==> src/rtl/up_ramcfg_pkg.sv <==
// Shared definitions for the config-RAM engine read arbiter: FSM encodings,
// latency limits and a width helper for the round-robin pointer.
package up_ramcfg_pkg;

    typedef enum logic {
        ST_SERVE  = 1'b0,
        ST_BUBBLE = 1'b1
    } arb_state_t;

    localparam int G_LAT_MIN = 1;
    localparam int G_LAT_MAX = 4;

    // Bits needed to index 'value' items; never less than one bit.
    function automatic int clog2(input int value);
        int r;
        r = 0;
        for (int k = 0; k < 32; k++) begin
            if ((1 << r) < value) r = r + 1;
        end
        return (r < 1) ? 1 : r;
    endfunction

endpackage

==> src/rtl/up_ramcfg_rdarb_rr_arb_n.sv <==
// Round-robin priority encoder: first asserted request at or above ptr,
// wrapping modulo G_N. The pointer register lives with the caller.
module rr_arb_n
    import up_ramcfg_pkg::*;
#(
    parameter  int G_N = 4,
    localparam int PW  = clog2(G_N)
) (
    input  logic [G_N-1:0] req,
    input  logic           en,
    input  logic [PW-1:0]  ptr,
    output logic [G_N-1:0] gnt,
    output logic [PW-1:0]  idx,
    output logic           vld
);

    always_comb begin
        gnt = '0;
        idx = '0;
        vld = 1'b0;
        for (int k = 0; k < G_N; k++) begin
            int c;
            c = int'(ptr) + k;
            if (c >= G_N) c = c - G_N;
            if (en && !vld && req[c]) begin
                gnt[c] = 1'b1;
                idx    = PW'(c);
                vld    = 1'b1;
            end
        end
    end

endmodule

==> src/rtl/up_ramcfg_rdarb.sv <==
// Shares the config-RAM engine-0 read port between G_NREQ engines, one read per
// cycle, with a forced idle cycle so a waiting CPU access can reach the macro.
module up_ramcfg_rdarb
    import up_ramcfg_pkg::*;
#(
    parameter int G_NREQ    = 4,
    parameter int G_ADDR    = 10,
    parameter int G_WIDTH   = 32,
    parameter int G_LAT     = 3,
    parameter int G_CPU_GAP = 8
) (
    input  logic                     clk,
    input  logic                     rst,
    input  logic [G_NREQ-1:0]        req,
    input  logic [G_NREQ*G_ADDR-1:0] ra,
    output logic [G_NREQ-1:0]        gnt,
    output logic [G_NREQ-1:0]        rvld,
    output logic [G_WIDTH-1:0]       rdd,
    input  logic                     cpu_pend,
    output logic                     oeng_re,
    output logic [G_ADDR-1:0]        oeng_ra,
    input  logic [G_WIDTH-1:0]       ieng_rdd,
    output logic                     bubble
);

    localparam int PW = clog2(G_NREQ);

    arb_state_t          state_reg, state_next;
    logic [PW-1:0]       rr_ptr_reg;
    logic [PW-1:0]       win_idx;
    logic                win_vld;
    logic [G_NREQ-1:0]   arb_gnt;
    logic                arb_en;
    logic [7:0]          gap_cnt_reg;
    logic                gap_hit;
    logic [G_ADDR-1:0]   ra_arr [G_NREQ];
    logic [G_NREQ-1:0]   tag_reg [G_LAT];

    generate
        for (genvar gi = 0; gi < G_NREQ; gi++) begin : g_ra
            assign ra_arr[gi] = ra[gi*G_ADDR +: G_ADDR];
        end
    endgenerate

    // Gating with rst keeps the combinational grant quiet while reset is held.
    assign arb_en = (state_reg == ST_SERVE) && !rst;

    rr_arb_n #(.G_N(G_NREQ)) u_arb (
        .req (req),
        .en  (arb_en),
        .ptr (rr_ptr_reg),
        .gnt (arb_gnt),
        .idx (win_idx),
        .vld (win_vld)
    );

    always_ff @(posedge clk or posedge rst) begin
        if (rst) state_reg <= ST_SERVE;
        else     state_reg <= state_next;
    end

    always_comb begin
        state_next = state_reg;
        case (state_reg)
            ST_SERVE:  if (gap_hit) state_next = ST_BUBBLE;
            ST_BUBBLE: state_next = ST_SERVE;
            default:   state_next = ST_SERVE;
        endcase
    end

    always_comb begin
        gnt     = '0;
        oeng_re = 1'b0;
        oeng_ra = '0;
        bubble  = 1'b0;
        case (state_reg)
            ST_SERVE: begin
                gnt     = arb_gnt;
                oeng_re = win_vld;
                if (win_vld) oeng_ra = ra_arr[win_idx];
            end
            ST_BUBBLE: bubble = 1'b1;
            default: ;
        endcase
    end

    // Counts consecutive engine reads that happen while the CPU is waiting.
    assign gap_hit = cpu_pend && oeng_re && (gap_cnt_reg == 8'(G_CPU_GAP - 1));

    always_ff @(posedge clk or posedge rst) begin
        if (rst)                                  gap_cnt_reg <= '0;
        else if (!cpu_pend || !oeng_re || gap_hit) gap_cnt_reg <= '0;
        else                                      gap_cnt_reg <= gap_cnt_reg + 8'd1;
    end

    always_ff @(posedge clk or posedge rst) begin
        if (rst) begin
            rr_ptr_reg <= '0;
        end else if (win_vld) begin
            rr_ptr_reg <= (win_idx == PW'(G_NREQ - 1)) ? '0 : win_idx + 1'b1;
        end
    end

    // One-hot grant tags travel alongside the macro latency to become rvld.
    always_ff @(posedge clk or posedge rst) begin
        if (rst) begin
            for (int k = 0; k < G_LAT; k++) tag_reg[k] <= '0;
        end else begin
            tag_reg[0] <= gnt;
            for (int k = 1; k < G_LAT; k++) tag_reg[k] <= tag_reg[k-1];
        end
    end

    assign rvld = tag_reg[G_LAT-1];
    assign rdd  = ieng_rdd;

endmodule
==> config.mk <==
export PLATFORM = sky130hd
export DESIGN_NAME = up_ramcfg_rdarb
export DESIGN_NICKNAME = d
export VERILOG_FILES = /design/src/rtl/up_ramcfg_pkg.sv /design/src/rtl/up_ramcfg_rdarb_rr_arb_n.sv /design/src/rtl/up_ramcfg_rdarb.sv
export SDC_FILE = /design/constraint.sdc
export NUM_CORES = 1
export LEC_CHECK = 0
export ABC_AREA = 1
export CORE_ASPECT_RATIO = 1.1
export CORE_UTILIZATION = 30
export CTS_CLUSTER_SIZE = 16
export DETAILED_ROUTE_END_ITERATION = 10
export HOLD_SLACK_MARGIN = 0.12
export PLACE_DENSITY_LB_ADDON = 0.25
export SETUP_SLACK_MARGIN = 0.15
export SLEW_MARGIN = 25
export SYNTH_ARGS = -nofsm -noshare
export SYNTH_HDL_FRONTEND = slang
export SYNTH_SLANG_ARGS = --single-unit
==> constraint.sdc <==
create_clock -name clk -period 6.3 [get_ports clk]
set_clock_uncertainty 0.15 [all_clocks]
set_input_delay 1.26 -clock clk [delete_from_list [all_inputs] [get_ports clk]]
set_output_delay 1.26 -clock clk [all_outputs]
set_load 0.005 [all_outputs]
==> impl_metrics.toml, run 1 <==
[timing]
rsz0062_at_grt = "false"
finalCritPeriodShare_pct = 87.2
tightestPinTransition_ns = 0.810
finalHoldWorstSlack_ns = 0.200
setup_viol_count_final = 0
final.min_clock_period_ns = 5.49
final_hold_viol_count = 0
report.final.slew_viol_count = 0
clock.fmax_ghz = 0.182
fin_tns_setup_ns = 0
timing.slew.headroom_pct = 45.9

[power]
clock_power_share_pct = 7.3
power_density_mw_per_mm2 = 467
p_switching_uw = 577
combinationalPowerShare_pct = 75.2
ir_worst_vdd_mv = 0.207
power_leakage_nw = 1.25
internal-power_uw = 613
power.share.switching_pct = 48.5
sequential_power_share_pct = 17.6

[hold_path]
hp-start = "tag_reg[9]"
hold_path_depth = 0
whs_endpoint = "tag_reg[5]"
hp-class = "flop to flop"

[setup_path]
setup.worst_path.start_class = "input port"
crit_path_cell_trace = "clkdlybuf4s50_1, nor2_1, nand2_1, inv_1, nand3_2, nand2_1, nand2_1, nand2_2, nand2_1, nand2_1, nand2_1, a21oi_1, clkdlybuf4s50_1"
timing.reg2reg.setup_slack_ns = 3.33
cp_peak_stage_delay_ns = 0.52
reg_to_reg_critical_path_startpoint = "rr_ptr_reg[0]"
slowest_stage = "clkdlybuf4s50_1"
end_kind = "output pin"
critPathArrivalTime_ns = 4.08
reg2reg_depth = 11
required_ns = 4.89
cpLargestDelayFamily = "simple AND/OR/NAND/NOR gates"
worst_r2r_endpoint = "rr_ptr_reg[1]"
timing.setup.critical_path_class = "input port to output pin"
timing.critical_path.mode_cell = "nand2_1"
cp_max_fo = 22
path_depth = 13
cp.buffers_inverters = 3

[floorplanning]
fp-row-count = 31
ios = 131
core_region_area_sq_mm = 0.00663
total_die_area_sq_mm = 0.00725
floorplan.initialDensity_pct = 31.3
chipHeight_um = 89.2
die_w_um = 81.3

[clock_tree]
tritoncts = "done"
cts_buffers = 3
clkSinkCount = 23
clock_insertion_delay_worst_skew_ns = 0.25
htree_depth = 1
clk_pin_slew_worst_paths_ns = 0.07
cts-hold-fix-buffers = 0
setup_repair_bufs_after_cts = 0
clockBufferDepth = 2
ctsRootBufferMaster = "clkbuf_8"
cts-resized-gates = 0

[placed_design]
finalWeightedCongestion = 0.784
portBuffers = 66
detailed_place_hpwl_um = 3580

[synth]
synth.ff_latch_count = 23
synth.avg_cell_area_sq_um = 7.18
synth.net_count = 377
synth.lib_cells_used.distinct = 27
netlist_instances = 289
synth.cell_area_sq_mm = 0.00207
yosysWarningCount = 0
synth-seq-area-share_pct = 27.7

[status]
run_status = "finished clean"

[cells_and_area]
post_layout_nets = 403
multi_input_comb_area_sq_mm = 0.00101
area.growth.synth_to_final_pct = 22.8
n_fill_cell = 679
mostFrequentLayoutCell = "nand2_1"
drive_gt1_share_pct = 9.24
seqCellArea_sq_um = 576
top_library_cells_by_usage_in_the_layout_fill_and_taps_aside = "nand2_1 (69), clkdlybuf4s50_1 (66), nand3_1 (42)"
postLayoutCoreUtil_pct = 38.4
antenna_cells = 0

[routing]
wl_per_cell_um = 11.6
post_detailed_route_via_to_cell_ratio = 4.66
drt.antenna.violating_nets = 0
detailedRoute.firstIterationViolations = 86
drt-pass1-iter-count = 4
wirelength_um = 4600
via_count = 1844
drc = 0

[flow_run]
cap_viol_max_count = 0

[global_routing]
grt_overflow = 0
grt_pass1_wl_um = 7510
antenna_found_initial = 0
grt_pass1_vias = 1757
grt_util_all_layers_pct = 12.8
largest_net_degree_at_the_start_of_global_routing = 24
[routing by layer]
| layer | GRT usage [%] | vias up | share of wire, % |
|---|---|---|---|
| met2 | 23.4 | 58 | 51 |
| li1 | - | 932 | - |
| met5 | 0 | - | 0 |
| met1 | 15.9 | 844 | 43 |
| met4 | 2.27 | 0 | 0.93 |
| met3 | 1.63 | 10 | 5.1 |
[how the worst max path moves through the flow]
stage                     slack, ns  from    endpoint
after floorplan                2.40   rst  oeng_ra[0]
after global placement         0.87   rst  oeng_ra[9]
after detailed placement       0.82   rst  oeng_ra[5]
after CTS                      0.79   rst  oeng_ra[5]
after global routing           0.42   rst  oeng_ra[5]
final                          0.81   rst  oeng_ra[5]
[layout make-up]
type | count | area share (%)
Multi-Input combinational cell | 181 | 39.6
Timing Repair Buffer | 67 | 26.2
Sequential cell | 23 | 22.6
Inverter | 39 | 5.75
Tap cell | 82 | 4.03
Clock buffer | 4 | 1.77
[stage by stage]
| stage | setup WS [ns] | power [mW] | cell area (sq um) | std cells |
|---|---|---|---|---|
| after floorplan | 2.40 | 0.838 | 2070 | 289 |
| after global placement | 0.868 | 1.10 | 2500 | 392 |
| after detailed placement | 0.820 | 1.10 | 2500 | 392 |
| after CTS | 0.792 | 1.20 | 2550 | 396 |
| after global routing | 0.421 | 1.32 | 2550 | 396 |
| final | 0.806 | 1.19 | 2550 | 396 |
[logic make-up (layout without fill, tap and decap cells)]
group                    Yosys count  count (layout)  synth area share [%]
AO/OA/AOI/OAI                     19              19                  6.09
XOR/XNOR                           3               3                  1.27
adder cells (fa/ha/maj)            9               9                  5.43
buffers and inverters             85             110                  23.6
flip-flops                        23              23                  27.7
AND/OR/NAND/NOR                  150             150                  35.9
[cell usage after synthesis]
library cell | instances | share of area, %
a221oi_1 | 2 | 0.84
nand4_1 | 3 | 0.90
a21oi_2 | 3 | 1.3
inv_2 | 3 | 0.54
a22oi_1 | 2 | 0.72
nand2_2 | 6 | 1.8
nor2_4 | 2 | 1.1
buf_4 | 40 | 14
or2_1 | 1 | 0.30
xor2_1 | 3 | 1.3
ha_1 | 9 | 5.4
buf_2 | 4 | 0.97
nor3b_2 | 2 | 1.2
dfrtp_1 | 23 | 28
nor2_1 | 13 | 2.4
nor3_1 | 3 | 0.72
o221ai_1 | 2 | 0.84
nand3_2 | 6 | 2.9
nand3_4 | 1 | 0.84
nand3_1 | 42 | 10
buf_6 | 2 | 1.1
inv_1 | 36 | 6.5
a21oi_1 | 7 | 1.7
nand4_2 | 1 | 0.60
nand2_4 | 1 | 0.54
nand2_1 | 69 | 12
o21ai_0 | 3 | 0.72
[worst register-to-register path, delay by kind of cell (launching register included)]
| kind | cells | cell delay [ns] |
|---|---|---|
| buffers and inverters | 2 | 0.32 |
| DFF | 1 | 0.61 |
| and+or+nand+nor | 8 | 1.40 |
| adders and majority gates | 1 | 0.42 |
[power by group through the flow]
stage | logic [mW] | clock network [mW] | registers, mW
2_1_floorplan | 0.636 | 0 | 0.202
3_3_place_gp | 0.888 | 0 | 0.212
3_5_place_dp | 0.892 | 0 | 0.212
4_1_cts | 0.897 | 0.0890 | 0.209
5_1_grt | 1.01 | 0.0954 | 0.214
6_report | 0.894 | 0.0865 | 0.209
Note: power is estimated with default switching activity, not from simulation.
==> run 2, diff against run 1 <==
--- a/config.mk
+++ b/config.mk
@@ -10,6 +10,7 @@
 export CORE_UTILIZATION = 30
 export CTS_CLUSTER_SIZE = 16
 export DETAILED_ROUTE_END_ITERATION = 10
+export GPL_ROUTABILITY_DRIVEN = 0
 export HOLD_SLACK_MARGIN = 0.12
 export PLACE_DENSITY_LB_ADDON = 0.25
 export SETUP_SLACK_MARGIN = 0.15
==> results of run 2 <==
The final DEF is identical to that of run 1; final timing and power are the same.
